[src/rtl/uart_ram_bridge.sv]
// UART byte-command to single-word SRAM access bridge (requester side).
// Optional done-wait timeout with 'E' reply: define RAM_TIMEOUT_EN.
module uart_ram_bridge #(
  parameter logic [7:0] OP_WRITE = 8'h57,
  parameter logic [7:0] OP_READ = 8'h52,
  parameter logic [7:0] ACK_BYTE = 8'h4B,
  parameter int TIMEOUT_CYCLES = 1024
) (
  input  logic        clk,
  input  logic        rst,
  input  logic [7:0]  rx_data,
  input  logic        rx_valid,
  output logic [7:0]  tx_data,
  output logic        tx_valid,
  input  logic        tx_ready,
  output logic        ram_en,
  output logic        ram_re,
  output logic        ram_we,
  output logic [16:0] ram_addr,
  output logic [15:0] ram_wdata,
  input  logic        ram_done,
  input  logic [15:0] ram_rdata,
  output logic        busy,
  output logic        overrun
);

  typedef enum logic [3:0] {
    IDLE, ADDR2, ADDR1, ADDR0, DATAH, DATAL,
    ACCESS, GAP, TXH, TXL, TXACK
  } state_t;

  state_t state, state_n;
  logic        is_read;
  logic [16:0] addr;
  logic [15:0] wdata;
  logic [15:0] rdata;
  logic        accept;
  logic        is_op;
  logic        err;

  assign accept = (state == IDLE) || (state == ADDR2) ||
                  (state == ADDR1) || (state == ADDR0) ||
                  (state == DATAH) || (state == DATAL);
  assign is_op = (rx_data == OP_WRITE) || (rx_data == OP_READ);

`ifdef RAM_TIMEOUT_EN
  localparam logic [15:0] TMAX = 16'(TIMEOUT_CYCLES - 1);
  logic [15:0] tcount;
  logic        expire;
  assign expire = (tcount == TMAX) && !ram_done;
`else
  assign err = 1'b0;
`endif

  always_ff @(posedge clk) begin
    if (rst) state <= IDLE;
    else     state <= state_n;
  end

  always_comb begin
    state_n = state;
    unique case (state)
      IDLE:   if (rx_valid && is_op) state_n = ADDR2;
      ADDR2:  if (rx_valid) state_n = ADDR1;
      ADDR1:  if (rx_valid) state_n = ADDR0;
      ADDR0:  if (rx_valid) state_n = is_read ? ACCESS : DATAH;
      DATAH:  if (rx_valid) state_n = DATAL;
      DATAL:  if (rx_valid) state_n = ACCESS;
`ifdef RAM_TIMEOUT_EN
      ACCESS: if (ram_done || expire) state_n = GAP;
`else
      ACCESS: if (ram_done) state_n = GAP;
`endif
      GAP:    state_n = (is_read && !err) ? TXH : TXACK;
      TXH:    if (tx_ready) state_n = TXL;
      TXL:    if (tx_ready) state_n = IDLE;
      TXACK:  if (tx_ready) state_n = IDLE;
      default: state_n = IDLE;
    endcase
  end

  always_ff @(posedge clk) begin
    if (rst) begin
      is_read <= 1'b0;
      addr    <= '0;
      wdata   <= '0;
      rdata   <= '0;
      overrun <= 1'b0;
    end else begin
      if (rx_valid && accept) begin
        unique case (1'b1)
          state == IDLE:  if (is_op) is_read <= (rx_data == OP_READ);
          state == ADDR2: addr[16] <= rx_data[0];
          state == ADDR1: addr[15:8] <= rx_data;
          state == ADDR0: addr[7:0] <= rx_data;
          state == DATAH: wdata[15:8] <= rx_data;
          state == DATAL: wdata[7:0] <= rx_data;
          default: ;
        endcase
      end
      if (state == ACCESS && ram_done) rdata <= ram_rdata;
      // Bytes outside the command phase are lost; flag it until reset.
      if (rx_valid && !accept) overrun <= 1'b1;
    end
  end

`ifdef RAM_TIMEOUT_EN
  always_ff @(posedge clk) begin
    if (rst) begin
      tcount <= '0;
      err    <= 1'b0;
    end else begin
      tcount <= (state == ACCESS) ? tcount + 16'd1 : 16'd0;
      if (state != ACCESS && state_n == ACCESS) err <= 1'b0;
      if (state == ACCESS && expire) err <= 1'b1;
    end
  end
`endif

  assign ram_en    = (state == ACCESS);
  assign ram_re    = ram_en && is_read;
  assign ram_we    = ram_en && !is_read;
  assign ram_addr  = addr;
  assign ram_wdata = wdata;
  assign busy      = (state != IDLE);

  always_comb begin
    tx_data  = 8'h00;
    tx_valid = 1'b0;
    unique case (state)
      TXH: begin
        tx_data  = rdata[15:8];
        tx_valid = 1'b1;
      end
      TXL: begin
        tx_data  = rdata[7:0];
        tx_valid = 1'b1;
      end
      TXACK: begin
        tx_data  = err ? 8'h45 : ACK_BYTE;
        tx_valid = 1'b1;
      end
      default: ;
    endcase
  end

endmodule

[config.mk]
export PLATFORM = sky130hd
export DESIGN_NAME = uart_ram_bridge
export DESIGN_NICKNAME = d
export VERILOG_FILES = /design/src/rtl/uart_ram_bridge.sv
export SDC_FILE = /design/constraint.sdc
export NUM_CORES = 1
export LEC_CHECK = 0
export ABC_AREA = 0
export CAP_MARGIN = 10
export CELL_PAD_IN_SITES_DETAIL_PLACEMENT = 1
export CELL_PAD_IN_SITES_GLOBAL_PLACEMENT = 2
export CORE_ASPECT_RATIO = 1.25
export CORE_MARGIN = 1
export CORE_UTILIZATION = 29
export DETAILED_ROUTE_END_ITERATION = 6
export MAX_ROUTING_LAYER = met4
export PLACE_DENSITY = 0.95
export SLEW_MARGIN = 40
export SYNTH_ARGS = -nofsm -noshare
export SYNTH_HDL_FRONTEND = slang
export SYNTH_SLANG_ARGS = --single-unit
[constraint.sdc]
create_clock -name clk -period 4.6 [get_ports clk]
set_input_delay 0.69 -clock clk [delete_from_list [all_inputs] [get_ports clk]]
set_output_delay 0.69 -clock clk [all_outputs]
set_load 0.02 [all_outputs]
**Word-level counts from Yosys, hierarchy flattened**

Index checks and enable logic that the tools add are counted.

- Bits in registers: 55
- Input port bits: 29
- Output and inout bits: 47
- Logic and storage cells: 69

- Mux-type cells: 14
- Reduce and logical (&&, ||, !) cells: 25
- Eq/ne operators: 21

Operators by type and width:

| kind | count |
|---|---|
| one-hot mux 4 bit (10 select lines) | 1 |
| 2-to-1 mux 4 bit | 9 |
| one-hot mux 8 bit (3 select lines) | 1 |
| == test 4 x 3 -> 1 bit (second input constant) | 4 |
| == test 8 x 7 -> 1 bit (second input constant) | 2 |
| == test 4 bit (second input constant) | 3 |
| != test 2 bit (second input constant) | 6 |
| AND reduction 2 bit | 5 |
| AND reduction 9 bit | 1 |
| == test 4 x 2 -> 1 bit (second input constant) | 2 |
| logical AND 1 bit | 6 |
| logical OR 1 bit | 6 |
| != test 2 x 1 -> 1 bit (second input constant) | 3 |
| == test 4 x 1 -> 1 bit (second input constant) | 1 |
| logical NOT 4 bit | 1 |
| 2-to-1 mux 2 bit | 2 |
| nonzero test 4 bit | 1 |
| AND reduction 3 bit | 1 |
| OR reduction 3 bit | 1 |
| logical NOT 1 bit | 2 |
| OR reduction 2 bit | 1 |
| 2-to-1 mux 1 bit | 1 |

**Logic depth before layout (Yosys ltp)**

Gate-level depths: netlist of run 1.

- Depth in word-level cells: 8
- Gate-level depth with buffers: 6
- Depth with buffers taken out: 5

**Worst setup path after synthesis of run 1**

No wires, ideal clock.

- Path kind: register to output
- Start: register state[3]
- End: output ram_we
- Arrival time: 1.572 ns
- Buffers on the path: 3
- Stages on the path, launching flop included: 6
- Required time: 3.910 ns
- Path slack: 2.338 ns
- Path through: dfxtp_1 -> buf_2 -> and4bb_1 -> buf_2 -> buf_2 -> nor2b_1

- Word-level cells in the longest chain between the ends: 2

RTL lines:

| element | RTL line | source |
|---|---|---|
| start, declared | 32 | `state_t state, state_n;` |
| start signal, assigned | 57 | `else state <= state_n;` |
| == test 4 x 3 -> 1 bit | 120 | `assign ram_en = (state == ACCESS);` |
| named net ram_en | 16 | `output logic ram_en,` |
| logical AND 1 bit | 122 | `assign ram_we = ram_en && !is_read;` |
| end, declared | 18 | `output logic ram_we,` |

The timed path passes the listed nets, and every way through them passes these cells.

**Worst setup path after layout of run 1**

- Start: register state[1]
- End: output ram_re

- Word-level cells in the longest chain between the ends: 2

RTL lines:

| element | RTL line | source |
|---|---|---|
| == test 4 x 3 -> 1 bit | 120 |  |
| logical AND 1 bit | 121 | `assign ram_re = ram_en && is_read;` |
| end, declared | 17 | `output logic ram_re,` |

Every way passes these cells.

==> qor.yml, run 1 <==
status: "finished clean"
drt-total-wl_mm: 6.73
ant_nets: 0
synthMuxAreaShare_pct: 15.0
synth_cells: 269
cts_root_buf: "clkbuf_8"
power_density_nw_per_um2: 288
cts_tree: "done"
end_kind: "output pin"
worst-path-buf-inv: 1
diodes: 0
finalSetupViolCount: 0
postSynthAreaPerCell_um2: 8.94
synth_edf_count: 0
final_common_cell: "clkdlybuf4s50_1"
synth_area_leaders: "dfxtp_1 46%, mux2i_1 15%, nor2_1 8.1%"
path_clk_slew_ns: 0.10
dieHeight_um: 104
crit_chain: "and4bb_1, and2_1, clkdlybuf4s50_1"
ctsHtreeMaxLevel: 2
synthXorXnorAreaFrac_pct: 0.729
grt_max_degree: 56
yosys.area_share.adder_pct: 0.416
period_needed_ns: 3.42
rows: 36
yosys.area.top_type: "dfxtp_1"
max_freq_mhz: 293
post-route-period-util_pct: 74.3
cp-start-kind: "register"
finalWeightedCongestion: 0.776
crit_required_ns: 3.91
ys_warn_count: 0
routedWlPerCell_um: 15.7
slowest_stage: "dfxtp_1"
worstSetupPathType: "reg -> out"
slew_headroom_pct: 47.4
vdd_drop_max_mv: 0.132
cts_resized: 0
slew_viol_final: 0
grt.overflow.total: 0
min_path_type: "reg -> reg"
clock-sinks: 55
clockBufferDepth: 2
final_layout_size_suffix_gt1_share_pct: 6.01
synth_simple_gate_area_share_pct: 23.8
io_pins: 76
syn_nets: 298
worst_pin_slew_ns: 0.788
finish.utilization_pct: 41.4
antenna_found_initial: 0
die_width_um: 83.4
num_vias: 2109
holdWs_ns: 0.463
cts-hold-fix-buffers: 0
arrival_ns: 2.73
port_buffers: 75
grt_pass1_vias: 2220
synth_top_family_by_area: "simple AND/OR/NAND/NOR gates"
grt_first_pass_wirelength_mm: 11.1
place.detailed.hpwl_mm: 4.74
dieArea_um2: 8660
multi_input_area_um2: 1180
synth-main-ff-cell: "dfxtp_1"
yosysTopAreaCellShare_pct: 45.8
first_pass_iters: 2
seq_area_um2: 1100
cp_max_fo: 20
syn_area_um2: 2400
core_area_um2: 7930
rsz0062_at_grt: "no"
layout_common_cells: "74 x clkdlybuf4s50_1, 54 x dfxtp_1, 52 x nor2_1"
slowest_delay_ns: 0.85
ys_seq_elements: 55
crit_family: "simple AND/OR/NAND/NOR gates"
initial_core_util_pct: 30.3
finalNetCount: 362
viasPerCell: 4.93
nFillCells: 940
synth_cell_types: 40
hold_viol: 0
ys_seq_area_share_pct: 45.8
area_growth_pct: 36.4
setup_tns_ns: 0
grt_util_all_layers_pct: 16.2
postCtsSetupRepairBufs: 0
power_leakage_uw: 0.00111
numCtsBuffers: 5
synth-compound-area-share_pct: 9.01
route.detailed.drc: 0
finalClockSkew_ns: 0.00702
clock_latency_ns: 0.31
synthArstFlopShare_pct: 0
maxCapViolations: 0
drt_iter0_drc: 67
-- where the power goes --
part / switching (uW) / leakage, uW / internal, uW / total, uW
clock network: 160 / 0.0000477 / 122 / 282
registers: 35.1 / 0.000443 / 484 / 519
logic: 75.1 / 0.000624 / 67.7 / 143
-- path summary, 6_finish.rpt --
kind,from,endpoint,slack [ns],cells after the start
worst max-delay path,state[1]$_SDFFE_PP0P_,ram_re,1.18,3
worst min-delay path,rdata[7]$_SDFFE_PP0P_,rdata[7]$_SDFFE_PP0P_,0.46,2
worst max register to register,state[1]$_SDFFE_PP0P_,rdata[14]$_SDFFE_PP0P_,2.06,4
worst min register to register,rdata[7]$_SDFFE_PP0P_,rdata[7]$_SDFFE_PP0P_,0.46,2
-- sequential cells by signal (all words and copies together), names as in the netlist --
register / cells
ram_addr: 17
state: 4
is_read: 1
rdata: 16
ram_wdata: 16
overrun: 1
-- area by class of cell --
type | instances | area share (%)
Inverter | 5 | 0.649
Multi-Input combinational cell | 189 | 35.9
Tap cell | 95 | 3.62
Timing Repair Buffer | 77 | 23.4
Sequential cell | 55 | 33.6
Clock inverter | 1 | 0.267
Clock buffer | 6 | 2.52
-- Yosys cell counts (2+ instances only) --
cell type / n
nor4_4: 2
buf_1: 2
a21oi_1: 25
dfxtp_1: 55
clkbuf_1: 9
nor2b_1: 3
a31oi_1: 2
xnor2_1: 2
and4bb_1: 2
mux2i_1: 36
buf_2: 6
nor3b_1: 3
inv_1: 4
nand2_1: 23
nand3_1: 17
buf_6: 3
nor2_1: 52
-- through the flow --
step / power (uW) / cells / worst slack, ns / area (um^2)
after global placement: 669 / 419 / 1.61 / 3160
after global routing: 993 / 428 / 1.03 / 3280
after CTS: 958 / 427 / 1.19 / 3270
after floorplan: 618 / 269 / 2.34 / 2400
after detailed placement: 674 / 420 / 1.53 / 3180
final: 943 / 428 / 1.18 / 3280
-- logic make-up after synthesis --
group,after synthesis
AO/OA/AOI/OAI,36
flip-flops,55
XOR/XNOR,2
adder cells (fa/ha/maj),1
AND/OR/NAND/NOR,114
buffers and inverters,25
multiplexers,36
-- tightest hold or removal path, cell delays in order, from the launching register on --
cell     delay (ns)
dfxtp_1        0.32
nand2_1        0.05
a21oi_1        0.05
-- metal layers --
layer  GRT usage, %  routed length, um  up-vias  part of all wire [%]
met2           27.5               3350       57                    50
met3           3.67                327        8                   4.9
met5              -                  0        -                     0
met4           4.96                 95        0                   1.4
met1           18.9               2960     1004                    44
li1               -                  -     1040                     -
No activity file was read; power rests on OpenSTA's default activity.
==> run 2, diff against run 1 <==
--- a/config.mk
+++ b/config.mk
@@ -11,10 +11,10 @@
 export CELL_PAD_IN_SITES_GLOBAL_PLACEMENT = 2
 export CORE_ASPECT_RATIO = 1.25
 export CORE_MARGIN = 1
-export CORE_UTILIZATION = 29
+export CORE_UTILIZATION = 27
 export DETAILED_ROUTE_END_ITERATION = 6
 export MAX_ROUTING_LAYER = met4
-export PLACE_DENSITY = 0.95
+export PLACE_DENSITY = 0.9
 export SLEW_MARGIN = 40
 export SYNTH_ARGS = -nofsm -noshare
 export SYNTH_HDL_FRONTEND = slang
==> constraint.sdc (replaced) <==
create_clock -name clk -period 3.5 [get_ports clk]
set_input_delay 0.525 -clock clk [delete_from_list [all_inputs] [get_ports clk]]
set_output_delay 0.525 -clock clk [all_outputs]
set_load 0.02 [all_outputs]
==> qor.yml, run 2 (same netlist as run 1, synthesis figures left out) <==
max_freq_mhz: 370
ctsHtreeMaxLevel: 2
ant_nets: 0
cts_resized: 0
clock-sinks: 55
place.detailed.hpwl_mm: 4.92
port_buffers: 75
rows: 38
finalWeightedCongestion: 0.752
drt_iter0_drc: 38
vdd_drop_max_mv: 0.188
setup_tns_ns: 0
slew_headroom_pct: 49.5
finalSetupViolCount: 0
final_layout_size_suffix_gt1_share_pct: 6.23
first_pass_iters: 2
grt_first_pass_wirelength_mm: 11.1
power_leakage_uw: 0.00114
diodes: 0
dieHeight_um: 107
met2_usage_pct: 28.0
hold_viol: 0
cts_tree: "done"
grt_pass1_vias: 2259
r2r_start: "state[0]$_SDFFE_PP0P_"
worstSetupPathType: "reg -> out"
period_needed_ns: 2.70
cts-hold-fix-buffers: 0
num_vias: 2125
clockBufferDepth: 2
busiest_layer: "met2"
post-route-period-util_pct: 77.2
numCtsBuffers: 5
cp-start-kind: "register"
dieArea_um2: 9290
die_width_um: 86.4
hp-start: "rdata[1]$_SDFFE_PP0P_"
grt_util_all_layers_pct: 16.0
reg2reg_depth: 5
routedWlPerCell_um: 15.1
drt-total-wl_mm: 6.88
r2r-end: "ram_wdata[7]$_SDFFE_PP0P_"
core_area_um2: 8650
initial_core_util_pct: 27.8
viasPerCell: 4.65
crit_required_ns: 2.97
maxCapViolations: 0
fin_ws_ns: 0.800
power_density_nw_per_um2: 394
slew_viol_final: 0
cp_max_fo: 14
place_ws_ns: 1.08
largest_register_ffs: 17
io_pins: 76
arrival_ns: 2.18
rsz0062_at_grt: "no"
ff2ff_setup_slack_ns: 1.47
min_to: "rdata[1]$_SDFFE_PP0P_"
grtUsageMet1_pct: 18.1
finalNetCount: 365
finalClockSkew_ns: 0.0160
antenna_found_initial: 0
clock_latency_ns: 0.31
min_delay_path_depth: 2
layout_common_cells: "74 x clkdlybuf4s50_1, 55 x dfxtp_1, 52 x nor2_1"
end_kind: "output pin"
grt.overflow.total: 0
min_path_type: "reg -> reg"
grt_max_degree: 56
cts_root_buf: "clkbuf_8"
route.detailed.drc: 0
area_growth_pct: 39.2
path_clk_slew_ns: 0.09
final_common_cell: "clkdlybuf4s50_1"
worst_pin_slew_ns: 0.753
use_met3_pct: 2.61
status: "finished clean"
postCtsSetupRepairBufs: 0
[run 2: cell type report]
cell class	instances	area (um^2)
Multi-Input combinational cell	189	1180
Clock inverter	2	38.8
Clock buffer	6	72.6
Fill cell	1048	5310
Tap cell	120	150
Inverter	5	21.3
Sequential cell	55	1100
Timing Repair Buffer	80	786
[run 2: worst max-delay path, stage by stage, from the launching register on]
cell and delay (ns):
dfxtp_1 0.62, and4bb_1 0.39, buf_4 0.24, clkdlybuf4s50_1 0.62
[run 2: how the worst max path moves through the flow]
stage	slack, ns	from	cells past startpoint	end
finish	0.80	state[2]$_SDFFE_PP0P_	3	ram_en
global route	0.67	state[2]$_SDFFE_PP0P_	3	ram_en
CTS	0.78	state[2]$_SDFFE_PP0P_	3	ram_en
global placement	1.13	rx_valid	5	ram_wdata[10]$_SDFFE_PP0P_
detailed placement	1.08	rx_valid	5	ram_wdata[12]$_SDFFE_PP0P_
floorplan	1.40	state[3]$_SDFFE_PP0P_	5	ram_we
[run 2: metrics by stage]
step,power (uW),utilization (%),cell area [um^2],hold WS [ns],cells
floorplan,812,-,2400,0.436,269
global placement,898,37.3,3230,0.443,449
detailed placement,902,37.4,3230,0.454,449
CTS,1330,38.7,3350,0.469,457
global route,1370,38.7,3350,0.487,457
finish,1320,38.7,3350,0.464,457
[run 2: power breakdown]
part           leakage (uW)  internal, uW  switching (uW)  total (uW)
logic              0.000638          96.6             139         236
registers          0.000443           634            15.5         650
clock network     0.0000558           217             214         431
[run 2: routing by layer]
layer | share of wire (%) | up-vias
met3 | 4.0 | 12
met4 | 2.0 | 0
li1 | - | 1047
met2 | 50 | 61
met5 | 0 | -
met1 | 44 | 1005
==> run 3, diff against run 2 <==
--- a/config.mk
+++ b/config.mk
@@ -11,10 +11,10 @@
 export CELL_PAD_IN_SITES_GLOBAL_PLACEMENT = 2
 export CORE_ASPECT_RATIO = 1.25
 export CORE_MARGIN = 1
-export CORE_UTILIZATION = 27
+export CORE_UTILIZATION = 24
 export DETAILED_ROUTE_END_ITERATION = 6
 export MAX_ROUTING_LAYER = met4
-export PLACE_DENSITY = 0.9
+export PLACE_DENSITY = 0.85
 export SLEW_MARGIN = 40
 export SYNTH_ARGS = -nofsm -noshare
 export SYNTH_HDL_FRONTEND = slang
==> constraint.sdc (replaced) <==
create_clock -name clk -period 2.34 [get_ports clk]
set_input_delay 0.351 -clock clk [delete_from_list [all_inputs] [get_ports clk]]
set_output_delay 0.351 -clock clk [all_outputs]
set_load 0.02 [all_outputs]
==> qor.yml, run 3 (same netlist as run 1, synthesis figures left out) <==
final_layout_size_suffix_gt1_share_pct: 10.3
io_pins: 76
num_vias: 2173
postCtsSetupRepairBufs: 0
period_needed_ns: 2.23
cts_resized: 2
core_area_um2: 9660
cts_tree: "done"
worst_pin_slew_ns: 0.584
min_path_type: "reg -> reg"
worst-path-buf-inv: 3
crit_chain: "buf_4, nor4_4, inv_1, clkdlybuf4s50_1"
area_growth_pct: 46.7
slowest_stage: "clkdlybuf4s50_1"
viasPerCell: 4.57
dieHeight_um: 114
crit_required_ns: 1.99
slowest_delay_ns: 0.55
rows: 40
first_pass_iters: 4
hp-start: "rdata[7]$_SDFFE_PP0P_"
clock-sinks: 55
routedWlPerCell_um: 15.4
final_common_cell: "clkdlybuf4s50_1"
maxCapViolations: 0
slew_viol_final: 0
layout_common_cells: "68 x clkdlybuf4s50_1, 55 x dfxtp_1, 52 x nor2_1"
largest_register_ffs: 17
cts-hold-fix-buffers: 0
finalClockSkew_ns: 0.00426
finalNetCount: 377
ant_nets: 0
port_buffers: 75
cp_max_fo: 8
reg2reg_depth: 6
numCtsBuffers: 5
grt_first_pass_wirelength_mm: 11.6
power_density_nw_per_um2: 634
antenna_found_initial: 0
rsz0062_at_grt: "no"
route.detailed.drc: 0
path_clk_slew_ns: 0.07
clock_latency_ns: 0.29
min_to: "rdata[7]$_SDFFE_PP0P_"
grt_max_degree: 56
status: "finished clean"
clockBufferDepth: 2
slew_headroom_pct: 61.0
cp-start-kind: "register"
grt_util_all_layers_pct: 14.6
drt-total-wl_mm: 7.31
min_delay_path_depth: 2
ff2ff_setup_slack_ns: 0.34
grt_pass1_vias: 2311
place.detailed.hpwl_mm: 5.25
r2r-end: "state[0]$_SDFFE_PP0P_"
max_freq_mhz: 449
ctsHtreeMaxLevel: 2
holdWs_ns: 0.456
drt_iter0_drc: 75
die_width_um: 91.5
r2r_start: "state[1]$_SDFFE_PP0P_"
power_leakage_uw: 0.00133
vdd_drop_max_mv: 0.289
diodes: 0
hold_viol: 0
dieArea_um2: 10400
setup_tns_ns: 0
finalWeightedCongestion: 0.766
arrival_ns: 1.88
grt.overflow.total: 0
post-route-period-util_pct: 95.2
cts_root_buf: "clkbuf_16"
worstSetupPathType: "reg -> out"
finalSetupViolCount: 0
end_kind: "output pin"
crit_family: "buffers and inverters"
initial_core_util_pct: 24.9
[run 3: changes by cell type in the layout (fill, tap and decap cells not counted), moves of 4 or more]
cell	previous run	this run
buf_4	6	17
clkdlybuf4s50_1	74	68
clkbuf_16	0	5
dlymetal6s2s_1	0	5
clkbuf_8	5	1
[run 3: worst max-delay path by stage]
stage                                startpoint                    end  slack (ns)  cells after the start
final                     state[1]$_SDFFE_PP0P_                   busy        0.11                      4
after CTS                 state[0]$_SDFFE_PP0P_                 ram_re        0.01                      4
after global routing      state[1]$_SDFFE_PP0P_                   busy        0.01                      4
after detailed placement               rx_valid  state[0]$_SDFFE_PP0P_        0.17                      5
after floorplan           state[3]$_SDFFE_PP0P_                 ram_we        0.42                      5
after global placement                 rx_valid  state[0]$_SDFFE_PP0P_        0.20                      5
[run 3: report_power, final]
part / internal, uW / switching, uW
clock network: 533 / 346
logic: 170 / 227
registers: 949 / 9.66
[run 3: per-stage QoR]
stage          total power (uW)  util (%)  setup slack [ns]  cell area, um^2  instances
4_1_cts                    2260      36.3            0.0110             3500        475
2_1_floorplan              1210         -             0.417             2400        269
3_3_place_gp               1360      34.5             0.201             3330        467
5_1_grt                    2320      36.5            0.0118             3530        475
6_report                   2230      36.5             0.113             3530        475
3_5_place_dp               1370      34.5             0.174             3330        467
[run 3: area by class of cell]
class | count | area, um^2
Tap cell | 126 | 158
Sequential cell | 55 | 1100
Clock buffer | 6 | 139
Inverter | 5 | 21.3
Clock inverter | 2 | 35.0
Timing Repair Buffer | 92 | 885
Multi-Input combinational cell | 189 | 1190
Fill cell | 1123 | 6130
[run 3: metal layers]
metal | global-route usage [%] | part of all wire, %
met1 | 17.5 | 44
met3 | 2.67 | 4.1
met5 | - | 0
met4 | 4.02 | 0.98
met2 | 25.2 | 51
[run 3: worst reg2reg max path: stages (launching register included)]
cell and delay (ns):
dfxtp_1 0.51, buf_4 0.20, buf_4 0.19, nand2_1 0.14, nor3b_1 0.21, or4_1 0.52, a21oi_1 0.15
==> RTL edit (config.mk and constraints of run 2) <==
Put one more register stage on the output `overrun`, cleared by the reset. The value now appears one clock later. The other outputs are not delayed to match.
--- a/src/rtl/uart_ram_bridge.sv
+++ b/src/rtl/uart_ram_bridge.sv
@@ -28,6 +28,8 @@
     IDLE, ADDR2, ADDR1, ADDR0, DATAH, DATAL,
     ACCESS, GAP, TXH, TXL, TXACK
   } state_t;
+
+  logic overrun_s0;
 
   state_t state, state_n;
   logic        is_read;
@@ -85,7 +87,7 @@
       addr    <= '0;
       wdata   <= '0;
       rdata   <= '0;
-      overrun <= 1'b0;
+      overrun_s0 <= 1'b0;
     end else begin
       if (rx_valid && accept) begin
         unique case (1'b1)
@@ -100,7 +102,7 @@
       end
       if (state == ACCESS && ram_done) rdata <= ram_rdata;
       // Bytes outside the command phase are lost; flag it until reset.
-      if (rx_valid && !accept) overrun <= 1'b1;
+      if (rx_valid && !accept) overrun_s0 <= 1'b1;
     end
   end
 
@@ -144,5 +146,13 @@
     endcase
   end
 
+  always_ff @(posedge clk) begin
+    if (rst) begin
+      overrun <= '0;
+    end else begin
+      overrun <= overrun_s0;
+    end
+  end
+
 endmodule
 
Function: changed (a bounded check fails within 10 cycles, from zero or initial values and one cycle with rst high).
==> RTL edit against run 2 <==
- worst setup slack lost 0.22 ns
- cell count decreased by 0.22%
- wire length decreased by 3.7%
- non-clock buffer count shrank 1
- total power fell by 2.1%
- final area is 0.19% higher
- worst hold slack lost 0.0034 ns
- register-to-register slack worse by 0.20 ns
- sequential cell count grew 1
- area after synthesis grew 1.2%
- largest cell class unchanged
- largest power group unchanged
==> RTL edit: results (changes against run 2) <==
| Metric | Value |
|---|---|
| Setup Slack @ Placement | `0.9231 ns (-0.1581 ns)` |
| Avg WL per Cell | `14.54 microns (-3.5%)` |
| Worst Skew | `0.006202 ns (-0.009814 ns)` |
| VDD IR max | `164.2 uV (-13%)` |
| Global-route wire length before repair | `11.07 mm (-0.49%)` |
| Net count reported at finish | `366 (+0.27%)` |
| Seq/Total Area, Yosys | `0.4609 (+0.002811)` |
| Area after DPL | `0.003253 sq mm (+0.58%)` |
| WP data arrival | `2.40 ns (+0.22 ns)` |
| GRT met3 Usage | `0.03282 (+0.006751)` |
| Final HPWL DP | `4.793 mm (-2.5%)` |
| Synth area leaders | `dfxtp_1 46%, mux2i_1 15%, nor2_1 8.0%` |
| Crit path from | `state[1]` |
| DRT Pass-1 Iters | `4 (+2)` |
| Worst slew pin tran | `0.8111 ns (+0.05854 ns)` |
| Synth Net Count | `300 (+0.67%)` |
| FILL cells | `1024 (-2.3%)` |
| Met1 usage | `0.1758 (-0.005463)` |
| Status | `finished clean` |
| Leak | `1.136 nW (about the same)` |
| Post-synthesis adder-cell area fraction | `0.004115 (-0.00004927)` |
| Placed insts | `450 (+0.22%)` |
| Yosys cell types | `41 (+2.5%)` |
| Via density | `4.601 (-1.1%)` |
| Net switching power | `0.0003412 W (-7.5%)` |
| Compound-Gate Fraction of Synth Area | `0.08899 (-0.001065)` |
| Met2 wire len | `3.282 mm (-4.2%)` |
| Worst Min Path Start | `rdata[14]` |
| Met1 WL | `2.975 mm (-2.2%)` |
| Power Combinational | `0.000226 W (-4%)` |
| DR WL met3 | `320 microns (+17%)` |
[RTL edit: cell count changes in the layout (fill, tap and decap cells not counted)]
cell and change:
nor2b_1 +1, dfxtp_1 +1, buf_4 -1, clkbuf_1 -1
inv_6 -1
[RTL edit: final timing paths]
check / to / slack (ns)
worst min-delay path: rdata[14] / 0.46
worst max-delay path: ram_en / 0.58
worst min register to register: rdata[14] / 0.46
worst max register to register: rdata[7] / 1.27
[RTL edit: layout make-up]
type,instances,area [sq um],share of cell area
sequential,56,1121,0.3345
clock inverter,1,30.03,0.008959
multi-input combinational,190,1182,0.3527
tap,120,150.1,0.04479
inverter,5,21.27,0.006346
timing repair buffer,79,778.2,0.2322
clock buffer,5,68.82,0.02053
[RTL edit: worst max-delay path, stage by stage (launching register included)]
cell and delay, ns:
dfxtp_1 0.82, and4bb_1 0.40, buf_4 0.24, clkdlybuf4s50_1 0.63
